`src/rtl/counted_fifo_pkg.sv`:
```
// Shared defaults and operation encoding for the counted depth-search work-list FIFOs.
package counted_fifo_pkg;

    localparam int DEFAULT_DATA_SIZE_END = 63;
    localparam int DEFAULT_DEPTH_BITS    = 3;

    // Encoding is {accepted insert, accepted pop}, so the two enables cast straight to it.
    typedef enum logic [1:0] {
        OP_NONE = 2'b00,
        OP_POP  = 2'b01,
        OP_PUSH = 2'b10,
        OP_BOTH = 2'b11
    } fifo_op_e;

endpackage

```
`src/rtl/fifo_storage.sv`:
```
// Entry array for counted_fifo: one synchronous write port and one asynchronous read port.
module fifo_storage #(
    parameter int DATA_SIZE_END = 63,
    parameter int DEPTH_BITS    = 3
) (
    input  logic                    clk,
    input  logic                    we,
    input  logic [DEPTH_BITS-1:0]   waddr,
    input  logic [DATA_SIZE_END:0]  wdata,
    input  logic [DEPTH_BITS-1:0]   raddr,
    output logic [DATA_SIZE_END:0]  rdata
);

    logic [DATA_SIZE_END:0] mem [2**DEPTH_BITS];

    // No reset on the array: an entry is only ever observed after it has been written.
    always_ff @(posedge clk) begin
        if (we) begin
            mem[waddr] <= wdata;
        end
    end

    assign rdata = mem[raddr];

endmodule

```
`src/rtl/counted_fifo.sv`:
```
// Show-ahead single-clock FIFO with occupancy count, almost levels, flush and sticky error flags.
module counted_fifo
    import counted_fifo_pkg::*;
#(
    parameter int DATA_SIZE_END      = DEFAULT_DATA_SIZE_END,
    parameter int DEPTH_BITS         = DEFAULT_DEPTH_BITS,
    parameter int ALMOST_FULL_LEVEL  = (2**DEPTH_BITS)-1,
    parameter int ALMOST_EMPTY_LEVEL = 1
) (
    input  logic                   clk,
    input  logic                   reset,
    input  logic                   flush,
    input  logic                   insertValue,
    input  logic                   popValue,
    input  logic [DATA_SIZE_END:0] inValue,
    output logic [DATA_SIZE_END:0] outValue,
    output logic                   empty,
    output logic                   full,
    output logic [DEPTH_BITS:0]    count,
    output logic                   almostFull,
    output logic                   almostEmpty,
    output logic                   overflow,
    output logic                   underflow
);

    localparam logic [DEPTH_BITS:0] FULL_CNT = (DEPTH_BITS+1)'(2**DEPTH_BITS);
    localparam logic [DEPTH_BITS:0] AF_LVL   = (DEPTH_BITS+1)'(ALMOST_FULL_LEVEL);
    localparam logic [DEPTH_BITS:0] AE_LVL   = (DEPTH_BITS+1)'(ALMOST_EMPTY_LEVEL);

    logic [DEPTH_BITS-1:0]  rd_ptr;
    logic [DEPTH_BITS-1:0]  wr_ptr;
    logic [DATA_SIZE_END:0] head;
    logic                   do_push;
    logic                   do_pop;
    fifo_op_e               op;

    // Status comes from count, so full and empty stay distinct when the pointers meet.
    assign empty       = (count == '0);
    assign full        = (count == FULL_CNT);
    assign almostFull  = (count >= AF_LVL);
    assign almostEmpty = (count <= AE_LVL);

    // When full, a simultaneous pop frees the slot the insert lands in.
    assign do_push = insertValue && (!full || popValue);
    assign do_pop  = popValue && !empty;
    assign op      = fifo_op_e'({do_push, do_pop});

    fifo_storage #(
        .DATA_SIZE_END (DATA_SIZE_END),
        .DEPTH_BITS    (DEPTH_BITS)
    ) u_storage (
        .clk   (clk),
        .we    (do_push && !flush),
        .waddr (wr_ptr),
        .wdata (inValue),
        .raddr (rd_ptr),
        .rdata (head)
    );

    assign outValue = empty ? '0 : head;

    always_ff @(posedge clk or posedge reset) begin
        if (reset) begin
            rd_ptr    <= '0;
            wr_ptr    <= '0;
            count     <= '0;
            overflow  <= 1'b0;
            underflow <= 1'b0;
        end else if (flush) begin
            rd_ptr    <= '0;
            wr_ptr    <= '0;
            count     <= '0;
            overflow  <= 1'b0;
            underflow <= 1'b0;
        end else begin
            if (do_push) begin
                wr_ptr <= wr_ptr + 1'b1;
            end
            if (do_pop) begin
                rd_ptr <= rd_ptr + 1'b1;
            end
            case (op)
                OP_PUSH: count <= count + 1'b1;
                OP_POP:  count <= count - 1'b1;
                default: count <= count;
            endcase
            if (insertValue && !do_push) begin
                overflow <= 1'b1;
            end
            if (popValue && !do_pop) begin
                underflow <= 1'b1;
            end
        end
    end

endmodule

```
`config.mk`:
```
export PLATFORM = sky130hd
export DESIGN_NAME = counted_fifo
export DESIGN_NICKNAME = d
export VERILOG_FILES = /design/src/rtl/counted_fifo_pkg.sv /design/src/rtl/fifo_storage.sv /design/src/rtl/counted_fifo.sv
export SDC_FILE = /design/constraint.sdc
export NUM_CORES = 1
export LEC_CHECK = 0
export BUFFER_PORTS_ARGS = -buffer_cell sky130_fd_sc_hd__buf_2
export CAP_MARGIN = 20
export CORE_AREA = 10 10 193 332
export CTS_CLUSTER_DIAMETER = 100
export DETAILED_ROUTE_END_ITERATION = 7
export DIE_AREA = 0 0 203 342
export GPL_TIMING_DRIVEN = 0
export SLEW_MARGIN = 20
export SYNTH_ARGS = -nofsm -noshare
export SYNTH_HDL_FRONTEND = slang
export SYNTH_SLANG_ARGS = --single-unit
```
`constraint.sdc`:
```
create_clock -name clk -period 14.5 [get_ports clk]
set_input_delay 1.45 -clock clk [delete_from_list [all_inputs] [get_ports clk]]
set_output_delay 1.45 -clock clk [all_outputs]
set_load 0.02 [all_outputs]
```
==> flow_summary_export.csv <==
group,metric,value,unit
synthesis,synth_warnings,0,
setup_path,cp.arrival,2.94,ns
place,globalplace.congestion,0.736,
setup_path,cp.required,13.05,ns
cts,clk_latency,0.56,ns
synthesis,synth_top_family_by_area,"multiplexers",
synthesis,syn_avg_cell_area,22.3,um2
synthesis,synth_nets,985,
timing,worst_slack,10.11,ns
timing,fin_setup_tns,0,ns
power,p_seq_share,50.4,%
cts,clkTransAtPathRegs,0.07,ns
cts,cts.hold.buffers_added,0,
setup_path,cp-start-kind,"flop",
global_routing,antenna_found_initial,14,
timing,fin_skew,0.0119,ns
timing,fmax,228,MHz
cts,cts-buffers-inserted,45,
power,swShare,24.8,%
synthesis,synth-edff-count,512,
floorplanning,io-pin-count,143,
final_layout,finalNetCount,1214,
floorplanning,fp.dieW,203,um
flow_run,drv_cap,0,
floorplanning,start_util,34.6,%
route,drt-total-wl,46.0,mm
setup_path,critPathMaxFanout,10,
synthesis,synth-compound-area-share,0.562,%
route,first_pass_iters,5,
final_layout,syn_to_final_growth,18.7,%
cts,cts_buffer_depth,3,
synthesis,synth_xor_area_share,0.216,%
timing,slew_headroom,35.0,%
route,drc_errors,0,
timing,min_period_over_period,30.3,%
synthesis,synth_ff_type,"edfxtp_1",
route,vias,9551,
timing,slew_viol_final,0,
route,final_antenna_net_count,0,
cts,post_cts_resized,0,
synthesis,synth.most_common_cell,"edfxtp_1",
floorplanning,rows,118,
setup_path,path_class,"flop to primary output",
synthesis,synth_top_area_share,75.8,%
final_layout,layoutNonFillerInstCount,1958,
timing,rsz0062_at_grt,"no",
synthesis,ys_top_cells_by_area,"edfxtp_1 (76%), mux4_2 (14%), mux2i_1 (3.2%)",
synthesis,synthMuxAreaShare,17.5,%
status,outcome,"completed",
global_routing,track_usage,13.3,%
synthesis,syn-cell-area,20300,um2
floorplanning,die_height,342,um
synthesis,yosysTopAreaCell,"edfxtp_1",
cts,clock_sinks,524,
place,place_inst,1873,
global_routing,grt_pass1_wl,68.8,mm
hold_path,hold_path_class,"flop to flop",
route,routed_via_density,4.88,
power,switching_power,836,uW
synthesis,synth_fa_ha_area_share,0.309,%
power,p_leak,7.75,nW
synthesis,syn_inst,911,
timing,fin_crit,4.39,ns
timing,hold_violations,0,
place,place_hpwl,31.6,mm
timing,setup_viol,0,
floorplanning,core,58600,um2
timing,worst_slew_pin_slew,0.975,ns
synthesis,yosysSeqAreaShare,77.3,%
global_routing,grt_pass1_vias,10500,
cts,cts_setup_buffers,0,
power,intPower,2.53,mW
power,combinationalPowerShare,15.3,%
power,ir_worst_vdd,0.0000705,V
synthesis,synth_cell_types,35,
cts,cts_tree,"built",
final_layout,layout-drive-gt1-share,36.8,%
route,routedWlPerCell,23.5,um
power,cellPowerDensity,140,nW/um2
setup_path,end_kind,"primary output",
synthesis,synth-async-reset-ratio,2.29,%
cts,htree_levels,2,
global_routing,grt_remaining_overflow,0,
synthesis,synth_commonest_cells,"edfxtp_1 (512), mux4_2 (128), nor2_1 (81)",
place,dp_slack,10.15,ns
route,dr.first_iter.drc_count,562,
cts,cts_root_buf,"clkbuf_16",
synthesis,ys_ff_latch,524,
power,clock_power_share,34.3,%
floorplanning,die_area,69400,um2
global_routing,grt_max_degree,21,
place,port_buffers,142,
final_layout,final_util,41.1,%
synthesis,synth-simple-area-share,2.38,%
-- per-layer routing --
| layer | routed length (um) | up-vias | track usage [%] |
|---|---|---|---|
| li1 | - | 4218 | - |
| met1 | 17700 | 5029 | 15.3 |
| met2 | 25000 | 214 | 23.9 |
| met4 | 1100 | 14 | 4.82 |
| met5 | 100 | - | 0 |
| met3 | 2170 | 76 | 2.62 |
-- critical path, stage by stage (launching register included) --
cell and delay, ns:
dfrtp_1 0.38, clkbuf_1 0.61, buf_2 0.45, mux4_2 0.37
mux2i_1 0.33, nor2_1 0.08, buf_2 0.17
-- registers in the layout, summed over array words and instances, names as in the netlist --
| register | count |
|---|---|
| overflow | 1 |
| u_storage.mem | 512 |
| rd_ptr | 3 |
| count | 4 |
| underflow | 1 |
| wr_ptr | 3 |
-- through the flow --
stage	hold slack (ns)	power, mW	area (um2)
5_1_grt	0.594	3.50	24100
3_3_place_gp	0.520	2.25	22000
3_5_place_dp	0.527	2.26	22700
4_1_cts	0.543	3.41	24100
2_1_floorplan	0.533	2.07	20300
6_report	0.533	3.37	24100
-- area by class of cell --
| type | count | area [um2] |
|---|---|---|
| Clock inverter | 32 | 219 |
| Fill cell | 5218 | 34600 |
| Tap cell | 780 | 976 |
| Timing Repair Buffer | 182 | 1340 |
| Multi-Input combinational cell | 334 | 4300 |
| Inverter | 6 | 22.5 |
| Clock buffer | 49 | 1180 |
| Buffer | 47 | 332 |
| Antenna cell | 4 | 10.0 |
| Sequential cell | 524 | 15700 |
-- worst paths after layout --
| check | start | to | slack [ns] | cells after the start |
|---|---|---|---|---|
| setup / recovery | rd_ptr[1] | outValue[61] | 10.11 | 6 |
| min in group asynchronous | reset | count[3] | 0.91 | 2 |
| hold reg to reg | underflow | underflow | 0.53 | 2 |
| setup reg to reg | count[0] | u_storage.mem[2][40] | 10.91 | 11 |
| hold / removal | underflow | underflow | 0.53 | 2 |
| max in group asynchronous | reset | rd_ptr[2] | 13.24 | 2 |
-- logic make-up (layout without fill, tap and decap cells) --
kind of cell               count (synthesis)  count (layout)
xor gates and xnor gates                   5               5
buffers and inverters                     53             316
muxes                                    194             194
and+or+nand+nor                          113             113
DFF                                      524             524
adders and majority gates                  5               5
AOI/OAI and AO/OA                         17              17
other                                      0               4
-- power groups by stage --
stage	Combinational (mW)	Clock, mW	Sequential (mW)
3_5_place_dp	0.533	0	1.73
2_1_floorplan	0.341	0	1.73
6_report	0.514	1.15	1.70
4_1_cts	0.535	1.18	1.70
3_3_place_gp	0.518	0	1.73
5_1_grt	0.562	1.24	1.70
-- cells in the final DEF, fill, tap and decap left out, types with 2 or more instances in the layout --
cell type | Yosys | layout
nor3_2 | 0 | 2
buf_16 | 0 | 9
clkbuf_16 | 0 | 47
nor2_1 | 81 | 75
bufinv_16 | 0 | 2
inv_1 | 5 | 5
buf_2 | 22 | 164
nor2_4 | 0 | 6
clkbuf_1 | 4 | 6
or3_1 | 2 | 2
ha_1 | 5 | 5
nand3_1 | 4 | 4
a21oi_1 | 7 | 7
mux4_2 | 128 | 128
buf_4 | 6 | 22
xor2_1 | 5 | 5
diode_2 | 0 | 4
buf_6 | 14 | 18
nand2b_1 | 5 | 5
dfrtp_1 | 12 | 12
buf_12 | 0 | 11
clkinv_2 | 0 | 13
nor3_1 | 4 | 2
edfxtp_1 | 512 | 512
o21ai_0 | 3 | 3
nand2_1 | 11 | 11
mux2i_1 | 65 | 65
inv_6 | 0 | 2
clkinv_1 | 0 | 11
clkinvlp_4 | 0 | 2
Note: power is estimated with default switching activity, not from simulation.
